--- config.mk ---
export PLATFORM = sky130hd
export DESIGN_NAME = cm_mux_scan_ctrl
export DESIGN_NICKNAME = d
export VERILOG_FILES = /design/src/rtl/cm_scan_pkg.sv /design/src/rtl/cm_scan_settle_cnt.sv /design/src/rtl/cm_mux_scan_ctrl.sv
export SDC_FILE = /design/constraint.sdc
export NUM_CORES = 1
export LEC_CHECK = 0
export ABC_CLOCK_PERIOD_IN_PS = 2200
export BUFFER_PORTS_ARGS = -buffer_cell sky130_fd_sc_hd__buf_4
export CORE_UTILIZATION = 45
export DETAILED_ROUTE_END_ITERATION = 10
export PLACE_DENSITY = 0.67
export RECOVER_POWER = 100
export SYNTH_ARGS = -nofsm -noshare
export SYNTH_HDL_FRONTEND = slang
export SYNTH_HIERARCHICAL = 1
export SYNTH_SLANG_ARGS = --single-unit
export TNS_END_PERCENT = 30
--- constraint.sdc ---
create_clock -name clk -period 2.2 [get_ports clk]
set_input_delay 0.22 -clock clk [delete_from_list [all_inputs] [get_ports clk]]
set_output_delay 0.22 -clock clk [all_outputs]
set_load 0.02 [all_outputs]
--- src/rtl/cm_scan_pkg.sv ---
// Shared constants and types for the 16:1 mux scan controller.
package cm_scan_pkg;

    localparam int NUM_CH = 16;
    localparam int SEL_W  = 4;
    localparam int CNT_W  = 4;

    typedef enum logic [1:0] {
        IDLE = 2'd0,
        SCAN = 2'd1,
        DONE = 2'd2
    } scan_state_t;

    // Returns w with bit k replaced by b.
    function automatic logic [NUM_CH-1:0] put_bit(input logic [NUM_CH-1:0] w,
                                                   input logic [SEL_W-1:0]  k,
                                                   input logic              b);
        logic [NUM_CH-1:0] r;
        r    = w;
        r[k] = b;
        return r;
    endfunction

endpackage

--- src/rtl/cm_scan_settle_cnt.sv ---
// Loadable settle down-counter; zero flag marks the cycle the mux output may be sampled.
module cm_scan_settle_cnt
    import cm_scan_pkg::*;
#(
    parameter int SETTLE = 2
) (
    input  logic clk,
    input  logic rst_n,
    input  logic load,
    input  logic en,
    output logic zero
);

    logic [CNT_W-1:0] cnt;

    always_ff @(posedge clk) begin
        if (!rst_n) begin
            cnt <= '0;
        end else if (load) begin
            cnt <= CNT_W'(SETTLE);
        end else if (en && (cnt != '0)) begin
            cnt <= cnt - CNT_W'(1);
        end
    end

    assign zero = (cnt == '0);

endmodule

--- src/rtl/cm_mux_scan_ctrl.sv ---
// Scan controller walking a 16:1 inverting mux and assembling the samples into a word.
// Optional parity output word_par is built when CM_SCAN_PARITY_EN is defined.
module cm_mux_scan_ctrl
    import cm_scan_pkg::*;
#(
    parameter int SETTLE = 2
) (
    input  logic              clk,
    input  logic              rst_n,
    input  logic              start_valid,
    output logic              start_ready,
    input  logic              abort,
    output logic [SEL_W-1:0]  mux_sel,
    output logic              mux_en_n,
    input  logic              mux_out,
    output logic              word_valid,
    input  logic              word_ready,
    output logic [NUM_CH-1:0] word_data,
    output logic              busy
`ifdef CM_SCAN_PARITY_EN
    ,
    output logic              word_par
`endif
);

    localparam logic [SEL_W-1:0] LAST_SEL = SEL_W'(NUM_CH - 1);

    scan_state_t       state;
    logic              start_hs;
    logic              cnt_load;
    logic              cnt_en;
    logic              cnt_zero;
    logic [NUM_CH-1:0] word_next;

    assign start_hs = start_valid & start_ready;

    always_comb begin
        word_next = put_bit(word_data, mux_sel, ~mux_out);
        cnt_en    = (state == SCAN) && !abort;
        // Reload on scan entry and on every channel advance except the last.
        cnt_load  = ((state == IDLE) && start_hs) ||
                    (cnt_en && cnt_zero && (mux_sel != LAST_SEL));
    end

    cm_scan_settle_cnt #(
        .SETTLE (SETTLE)
    ) u_settle (
        .clk   (clk),
        .rst_n (rst_n),
        .load  (cnt_load),
        .en    (cnt_en),
        .zero  (cnt_zero)
    );

    always_ff @(posedge clk) begin
        if (!rst_n) begin
            state       <= IDLE;
            mux_sel     <= '0;
            mux_en_n    <= 1'b1;
            word_valid  <= 1'b0;
            word_data   <= '0;
            busy        <= 1'b0;
            start_ready <= 1'b1;
`ifdef CM_SCAN_PARITY_EN
            word_par    <= 1'b0;
`endif
        end else begin
            case (state)
                IDLE: begin
                    // A concurrent abort is meaningless here, so start always wins.
                    if (start_hs) begin
                        state       <= SCAN;
                        mux_sel     <= '0;
                        mux_en_n    <= 1'b0;
                        busy        <= 1'b1;
                        start_ready <= 1'b0;
                    end
                end
                SCAN: begin
                    if (abort) begin
                        state       <= IDLE;
                        mux_en_n    <= 1'b1;
                        mux_sel     <= '0;
                        busy        <= 1'b0;
                        start_ready <= 1'b1;
                    end else if (cnt_zero) begin
                        word_data <= word_next;
`ifdef CM_SCAN_PARITY_EN
                        word_par  <= ^word_next;
`endif
                        if (mux_sel != LAST_SEL) begin
                            mux_sel <= mux_sel + SEL_W'(1);
                        end else begin
                            mux_en_n   <= 1'b1;
                            mux_sel    <= '0;
                            word_valid <= 1'b1;
                            state      <= DONE;
                        end
                    end
                end
                DONE: begin
                    if (word_ready) begin
                        word_valid  <= 1'b0;
                        state       <= IDLE;
                        busy        <= 1'b0;
                        start_ready <= 1'b1;
                    end
                end
                default: begin
                    state <= IDLE;
                end
            endcase
        end
    end

endmodule
==> impl_metrics.json, run 1 <==
{
  "groute.usage.overall_pct": 21.7,
  "antennaDiodeCount": 0,
  "design_power_total_mw": 1.24,
  "dr_total_vias": 1332,
  "worst-endpoint-required_ns": 2.44,
  "setup.worst_path.class": "reg2reg",
  "power_switching_share_pct": 32.0,
  "nFillCells": 326,
  "pwr-share-seq_pct": 48.1,
  "mappedNetlistArea_um2": 1520,
  "post_synthesis_instance_total": 174,
  "fin_nets": 218,
  "wirelength_mm": 3.39,
  "register_area_um2": 601,
  "cpMaxStageDelayCell": "sky130_fd_sc_hd__nor3b_2",
  "post_cts.repair.setup_buffers": 0,
  "drive_above_1_share_pct": 10.3,
  "grt_setup_unrepaired": "false",
  "die_w_um": 60.1,
  "final_period_minus_worst_setup_slack_ns": 1.99,
  "timing.final.hold_violations": 0,
  "max_cap_viol_count": 0,
  "seq_area_frac_synth_pct": 39.5,
  "instances_no_fill": 248,
  "max-slew-margin-rel_pct": 55.1,
  "std_cell_rows": 20,
  "core_area_um2": 3130,
  "drt_drc_violations_left": 0,
  "synth-edff-count": 0,
  "setup-violations-final": 0,
  "worst_ir_drop_vdd_v": 0.000291,
  "detail-route-antenna-nets": 0,
  "root_buffer": "sky130_fd_sc_hd__clkbuf_4",
  "finClkSkew_ns": 0.00859,
  "synth_top_cell_area_share_pct": 39.5,
  "grt_max_degree": 22,
  "detail_route.iter0.violations": 38,
  "place_area_um2": 1760,
  "power.share.combinational_pct": 24.1,
  "cts_htree_levels": 2,
  "utilization_pct": 55.1,
  "yosysTopAreaCell": "sky130_fd_sc_hd__dfxtp_1",
  "pin_count": 30,
  "number_of_register_bits_inferred_by_synthesis": 30,
  "cts_inserted_buffers": 5,
  "dp_slack_ns": 0.216,
  "cp-start-kind": "flip-flop",
  "tns_ns": 0,
  "critical_path.endpoint": "word_valid",
  "rr_worst_depth": 8,
  "hold_path_class": "in2reg",
  "critical_path.cell_chain": "inv_1, ha_1, nor3b_1, buf_4, nand4_2, nor3b_2, a21oi_1, a311oi_1",
  "synthArstFlopShare_pct": 0,
  "clock_path_buffers": 2,
  "die_h_um": 60.1,
  "first_pass_iters": 4,
  "post-route-cell-area_um2": 1720,
  "multiInputGateArea_um2": 820,
  "die_area_um2": 3610,
  "worst_slew_pin_slew_ns": 0.673,
  "final_max_slew_viol_count": 0,
  "hold-worst-slack_ns": 0.0877,
  "wl_per_cell_um": 13.6,
  "r2r_end": "word_valid",
  "startpoint": "u_settle/cnt[0]",
  "ff2ff_setup_slack_ns": 0.21,
  "post_synth_num_cell_types": 40,
  "grt_first_pass_wirelength_mm": 5.78,
  "power_density_nw_per_um2": 717,
  "dpl.hpwl_mm": 2.49,
  "via_count_of_the_first_global_routing_pass": 1310,
  "crit_path_max_fanout": 13,
  "clk_latency_ns": 0.33,
  "i_o_buffers": 29,
  "worst_slack_ns": 0.213,
  "post_synth.cell_area_avg_um2": 8.73,
  "place.gp.congestion": 0.789,
  "synthesis.yosys.warnings": 6,
  "critPathMaxStageDelay_ns": 0.35,
  "critical_register_to_register_path_startpoint": "u_settle/cnt[0]",
  "clock-sinks": 30,
  "grt.overflow.total": 0,
  "crit_path_end_kind": "flip-flop",
  "final_min_period_over_clock_period_pct": 90.3,
  "grt_antenna_before_repair": 0,
  "placed_cells": 240,
  "synth_flop_cell": "sky130_fd_sc_hd__dfxtp_1",
  "leakage_nw": 0.587,
  "critPathArrivalTime_ns": 2.23,
  "floorplan.initialDensity_pct": 48.6,
  "internal_power_mw": 0.840,
  "clkTransAtPathRegs_ns": 0.09,
  "viasPerCell": 5.37,
  "run_status": "completed",
  "clkPwrFrac_pct": 27.7,
  "synthToLayoutAreaGrowth_pct": 13.4,
  "synth_nets": 189,
  "power.switching_mw": 0.396,
  "synthTopCellsByArea": "sky130_fd_sc_hd__dfxtp_1 40%, sky130_fd_sc_hd__nor2_1 8.6%, sky130_fd_sc_hd__a211oi_1 8.4%, sky130_fd_sc_hd__ha_1 7.4%, sky130_fd_sc_hd__nand4b_1 2.9%",
  "fmax_mhz": 503,
  "tritoncts_clock_tree": "done"
}
-- flip-flops by register name (all words and copies together), names as in the netlist --
name          count
word_data        16
mux_sel           4
u_settle/cnt      4
state             2
busy              1
mux_en_n          1
start_ready       1
word_valid        1
-- cell type report --
type                    count  share of cell area [%]
repair buffers             32                    8.50
clock buffers               7                    3.20
clock inverters             1                   0.290
flip-flops and latches     30                    34.9
inverters                  11                    2.40
multi-input cells         123                    47.6
well taps                  44                    3.20
-- cell families after synthesis --
logic type | Yosys count | share of synthesized area, %
simple gates | 70 | 25.0
compound gates | 41 | 20.0
flops | 30 | 39.5
buf+inv | 21 | 6.10
fa+ha+maj | 9 | 7.41
mux | 2 | 1.32
xor+xnor | 1 | 0.577
-- worst min path at each step --
| stage | to | slack (ns) | cells after the start | startpoint |
|---|---|---|---|---|
| 3_5_place_dp | word_valid | 0.44 | 2 | word_ready |
| 5_1_grt | word_valid | 0.07 | 2 | word_ready |
| 6_report | word_valid | 0.09 | 2 | word_ready |
| 2_1_floorplan | mux_en_n | 0.30 | 1 | rst_n |
| 3_3_place_gp | word_valid | 0.43 | 2 | word_ready |
| 4_1_cts | word_valid | 0.07 | 2 | word_ready |
-- worst max-delay path: cells and delay by family, from the launching register on --
kind	cells	cell delay (ns)
AO/OA/AOI/OAI	2	0.34
adder cells (fa/ha/maj)	1	0.17
buffers and inverters	2	0.29
flip-flops	1	0.34
AND/OR/NAND/NOR	3	0.75
-- cell usage in the layout (no fill, tap or decap), drive strengths merged, types with 2 or more instances in the layout --
cell type	count
nor3b	3
ha	9
dfxtp	30
a21oi	6
nor2b	2
nand3	2
or3	3
o21ai	7
mux2i	2
nand2	4
nand4b	5
buf	7
nand3b	3
nand2b	3
nor2	35
a211oi	17
clkbuf	32
nor3	5
inv	11
-- cell usage after synthesis, types with 2 or more instances --
master,number
sky130_fd_sc_hd__nand4b_1,5
sky130_fd_sc_hd__nor2b_1,2
sky130_fd_sc_hd__clkbuf_1,5
sky130_fd_sc_hd__or3_1,2
sky130_fd_sc_hd__o21ai_0,6
sky130_fd_sc_hd__nand2b_1,3
sky130_fd_sc_hd__nand2_1,4
sky130_fd_sc_hd__a211oi_1,17
sky130_fd_sc_hd__nor3b_1,2
sky130_fd_sc_hd__nand3_1,2
sky130_fd_sc_hd__mux2i_1,2
sky130_fd_sc_hd__nor2_1,35
sky130_fd_sc_hd__ha_1,9
sky130_fd_sc_hd__dfxtp_1,30
sky130_fd_sc_hd__nor3_1,5
sky130_fd_sc_hd__nand3b_1,3
sky130_fd_sc_hd__buf_4,3
sky130_fd_sc_hd__buf_2,2
sky130_fd_sc_hd__a21oi_1,6
sky130_fd_sc_hd__inv_1,11
-- repair_timing --
action / 4_1_cts / 5_1_grt
resized for setup: 0 / 1
hold buffers: 0 / 0
endpoints found under the setup margin: 0 / 1
endpoints found under the hold margin: 0 / 0
-- power by group through the flow --
| stage | Sequential, mW | Combinational [mW] | Clock, mW |
|---|---|---|---|
| 5_1_grt | 0.599 | 0.331 | 0.383 |
| 3_3_place_gp | 0.605 | 0.311 | 0 |
| 3_5_place_dp | 0.608 | 0.321 | 0 |
| 4_1_cts | 0.596 | 0.323 | 0.359 |
| 6_report | 0.595 | 0.298 | 0.343 |
| 2_1_floorplan | 0.625 | 0.212 | 0 |
-- routing by layer --
| layer | GRT usage, % | routed length [um] | up-vias |
|---|---|---|---|
| met5 | 0 | 0 | - |
| met4 | 7.97 | 34 | 0 |
| met3 | 5.84 | 141 | 5 |
| met2 | 35.9 | 1620 | 29 |
| met1 | 26.7 | 1590 | 618 |
| li1 | - | - | 680 |
Power figures use the tool's default switching activity.
==> run 2, diff against run 1 <==
- SYNTH_HIERARCHICAL: 1 -> default
==> run 2 against run 1 <==
- non-clock buffer count shrank 2
- cell area about the same
- core utilization down 0.48 points
- worst hold slack improved by 0.080 ns
- critical path type unchanged
- largest cell class unchanged
- highest routed layer unchanged
==> impl_metrics.json, run 2 <==
{
  "run_status": "completed",
  "die_w_um": 60.7,
  "ff2ff_setup_slack_ns": 0.15,
  "post_synth.cell_area_avg_um2": 9.17,
  "clock_path_buffers": 2,
  "die_h_um": 60.7,
  "layout_top_registers": "word_data x16, mux_sel x4, u_settle.cnt x4",
  "worst-endpoint-required_ns": 2.42,
  "post_cts_hold_buffer_count": 0,
  "first_pass_iters": 4,
  "dr_total_vias": 1259,
  "final_max_slew_viol_count": 0,
  "cts_inserted_buffers": 5,
  "worst_ir_drop_vdd_v": 0.000570,
  "power_density_nw_per_um2": 941,
  "max_cap_viol_count": 0,
  "grt.overflow.total": 0,
  "yosys.area_share.xor_xnor_pct": 2.26,
  "largest_register_ff_count": 16,
  "cp-start-kind": "flip-flop",
  "synth_simple_gate_area_share_pct": 23.2,
  "mappedNetlistArea_um2": 1550,
  "hold_path_class": "in2reg",
  "synth_nets": 185,
  "critPathArrivalTime_ns": 2.28,
  "antennaDiodeCount": 0,
  "grt_setup_unrepaired": "false",
  "power.switching_mw": 0.630,
  "rr_worst_depth": 6,
  "crit_path_max_fanout": 6,
  "clk_latency_ns": 0.33,
  "wl_per_cell_um": 13.0,
  "core_area_um2": 3150,
  "register_with_the_highest_flop_count": "word_data",
  "place.gp.congestion": 0.739,
  "drt_drc_violations_left": 0,
  "yosysTopAreaCell": "sky130_fd_sc_hd__dfxtp_1",
  "synth_compound_area_share_pct": 11.6,
  "post_cts.repair.setup_buffers": 0,
  "largest_family_of_logic_cells_by_synthesized_area": "simple AND/OR/NAND/NOR gates",
  "drive_above_1_share_pct": 8.08,
  "number_of_register_bits_inferred_by_synthesis": 30,
  "post_synthesis_instance_total": 169,
  "timing.final.hold_violations": 0,
  "clkPwrFrac_pct": 21.3,
  "synth-adder-area-share_pct": 8.08,
  "setup-violations-final": 0,
  "synth-edff-count": 0,
  "floorplan.initialDensity_pct": 49.1,
  "pin_count": 30,
  "holdCritStartpoint": "mux_out",
  "critical_register_to_register_path_startpoint": "u_settle.cnt[0]",
  "grt_first_pass_wirelength_mm": 5.39,
  "i_o_buffers": 29,
  "detail-route-antenna-nets": 0,
  "synth_flop_cell": "sky130_fd_sc_hd__dfxtp_1",
  "finClkSkew_ns": 0.00909,
  "highest_count_cells_in_the_layout_ignoring_fill_and_taps": "30 x sky130_fd_sc_hd__dfxtp_1, 25 x sky130_fd_sc_hd__clkbuf_1, 23 x sky130_fd_sc_hd__nand2_1, 17 x sky130_fd_sc_hd__nand3_1, 17 x sky130_fd_sc_hd__mux2i_1",
  "max-slew-margin-rel_pct": 62.0,
  "synthToLayoutAreaGrowth_pct": 11.1,
  "final_min_period_over_clock_period_pct": 93.4,
  "setup.worst_path.class": "reg2reg",
  "tritoncts_clock_tree": "done",
  "r2r_end": "word_valid",
  "synthArstFlopShare_pct": 0,
  "hold-path-cell-count": 3,
  "synth_top_cell_area_share_pct": 38.8,
  "synthesis.yosys.warnings": 0,
  "grt_max_degree": 33,
  "tns_ns": 0,
  "cts_repair_resize_count": 0,
  "layout_commonest_cell": "sky130_fd_sc_hd__dfxtp_1",
  "hold_path_end": "word_data[15]",
  "post_synth_num_cell_types": 42,
  "crit_path_end_kind": "flip-flop",
  "fmax_mhz": 487,
  "viasPerCell": 5.20,
  "die_area_um2": 3680,
  "grt_antenna_before_repair": 0,
  "clock-sinks": 30,
  "leakage_nw": 0.747,
  "std_cell_rows": 20,
  "instances_no_fill": 242,
  "pwr-share-seq_pct": 40.8,
  "via_count_of_the_first_global_routing_pass": 1215,
  "muxShareOfSynthArea_pct": 11.0,
  "power_switching_share_pct": 38.8,
  "detail_route.iter0.violations": 40,
  "internal_power_mw": 0.991,
  "cts_htree_levels": 2,
  "final_period_minus_worst_setup_slack_ns": 2.05,
  "netlist_top_cells_count": "30 x sky130_fd_sc_hd__dfxtp_1, 23 x sky130_fd_sc_hd__nand2_1, 17 x sky130_fd_sc_hd__mux2i_1, 17 x sky130_fd_sc_hd__nand3_1, 10 x sky130_fd_sc_hd__ha_1",
  "worst_slew_pin_slew_ns": 0.565,
  "root_buffer": "sky130_fd_sc_hd__clkbuf_4",
  "clkTransAtPathRegs_ns": 0.09,
  "groute.usage.overall_pct": 20.2,
  "dpl.hpwl_mm": 2.28,
  "wirelength_mm": 3.14,
  "design_power_total_mw": 1.62,
  "post-synth-top-count-cell": "sky130_fd_sc_hd__dfxtp_1",
  "seq_area_frac_synth_pct": 38.8,
  "power.share.combinational_pct": 38.0,
  "synthTopCellsByArea": "sky130_fd_sc_hd__dfxtp_1 39%, sky130_fd_sc_hd__mux2i_1 11%, sky130_fd_sc_hd__ha_1 8.1%, sky130_fd_sc_hd__nand2_1 5.6%, sky130_fd_sc_hd__nand3_1 5.5%",
  "placed_cells": 234,
  "fin_nets": 213
}
run 2: worst max path at each step:
stage	slack, ns	from	cells after the start	end
2_1_floorplan	0.47	u_settle.cnt[0]	7	mux_en_n
3_3_place_gp	0.35	u_settle.cnt[0]	6	mux_en_n
3_5_place_dp	0.27	u_settle.cnt[0]	6	mux_en_n
4_1_cts	0.24	u_settle.cnt[0]	6	state[1]
5_1_grt	0.06	u_settle.cnt[0]	6	state[0]
6_report	0.15	u_settle.cnt[0]	6	word_valid
run 2: kinds of logic (layout without fill, tap and decap cells):
logic type	count (synthesis)	in the layout
AOI/OAI and AO/OA	21	21
DFF	30	30
muxes	17	17
adders and majority gates	10	10
xor gates and xnor gates	4	4
buffers and inverters	18	47
and+or+nand+nor	69	69
run 2: final cells by class:
class                      instances  area, um2
multi-input combinational        121        837
timing repair buffer              30        135
fill                             334       1430
clock inverter                     1       5.00
inverter                           9       33.8
clock buffer                       7       55.1
tap                               44       55.1
sequential                        30        601
run 2: per-layer routing:
layer  up-vias  wire length, um  track usage [%]
met3         7              128             6.82
li1        638                -                -
met1       589             1430             23.8
met5         -                0                0
met2        25             1530             33.9
met4         0               52             7.79
run 2: power groups by stage:
stage | Clock (mW) | Sequential, mW | Combinational (mW)
final | 0.345 | 0.661 | 0.616
after global routing | 0.377 | 0.669 | 0.689
after CTS | 0.355 | 0.662 | 0.702
after detailed placement | 0 | 0.674 | 0.697
after global placement | 0 | 0.670 | 0.685
after floorplan | 0 | 0.709 | 0.518
run 2: metrics by stage:
stage | setup slack [ns] | area, um2 | utilization (%) | hold WS [ns]
after floorplan | 0.468 | 1550 | - | 0.404
after global placement | 0.354 | 1780 | 56.5 | 0.445
after detailed placement | 0.272 | 1780 | 56.5 | 0.453
after CTS | 0.242 | 1840 | 58.5 | 0.159
after global routing | 0.0555 | 1720 | 54.6 | 0.183
final | 0.145 | 1720 | 54.6 | 0.168
run 2: critical path, stage by stage, from the launching register on:
cell and delay (ns):
sky130_fd_sc_hd__dfxtp_1 0.35, sky130_fd_sc_hd__inv_1 0.09, sky130_fd_sc_hd__ha_1 0.16, sky130_fd_sc_hd__or3b_1 0.49
sky130_fd_sc_hd__nor3_1 0.53, sky130_fd_sc_hd__o211ai_1 0.16, sky130_fd_sc_hd__o2111a_1 0.17
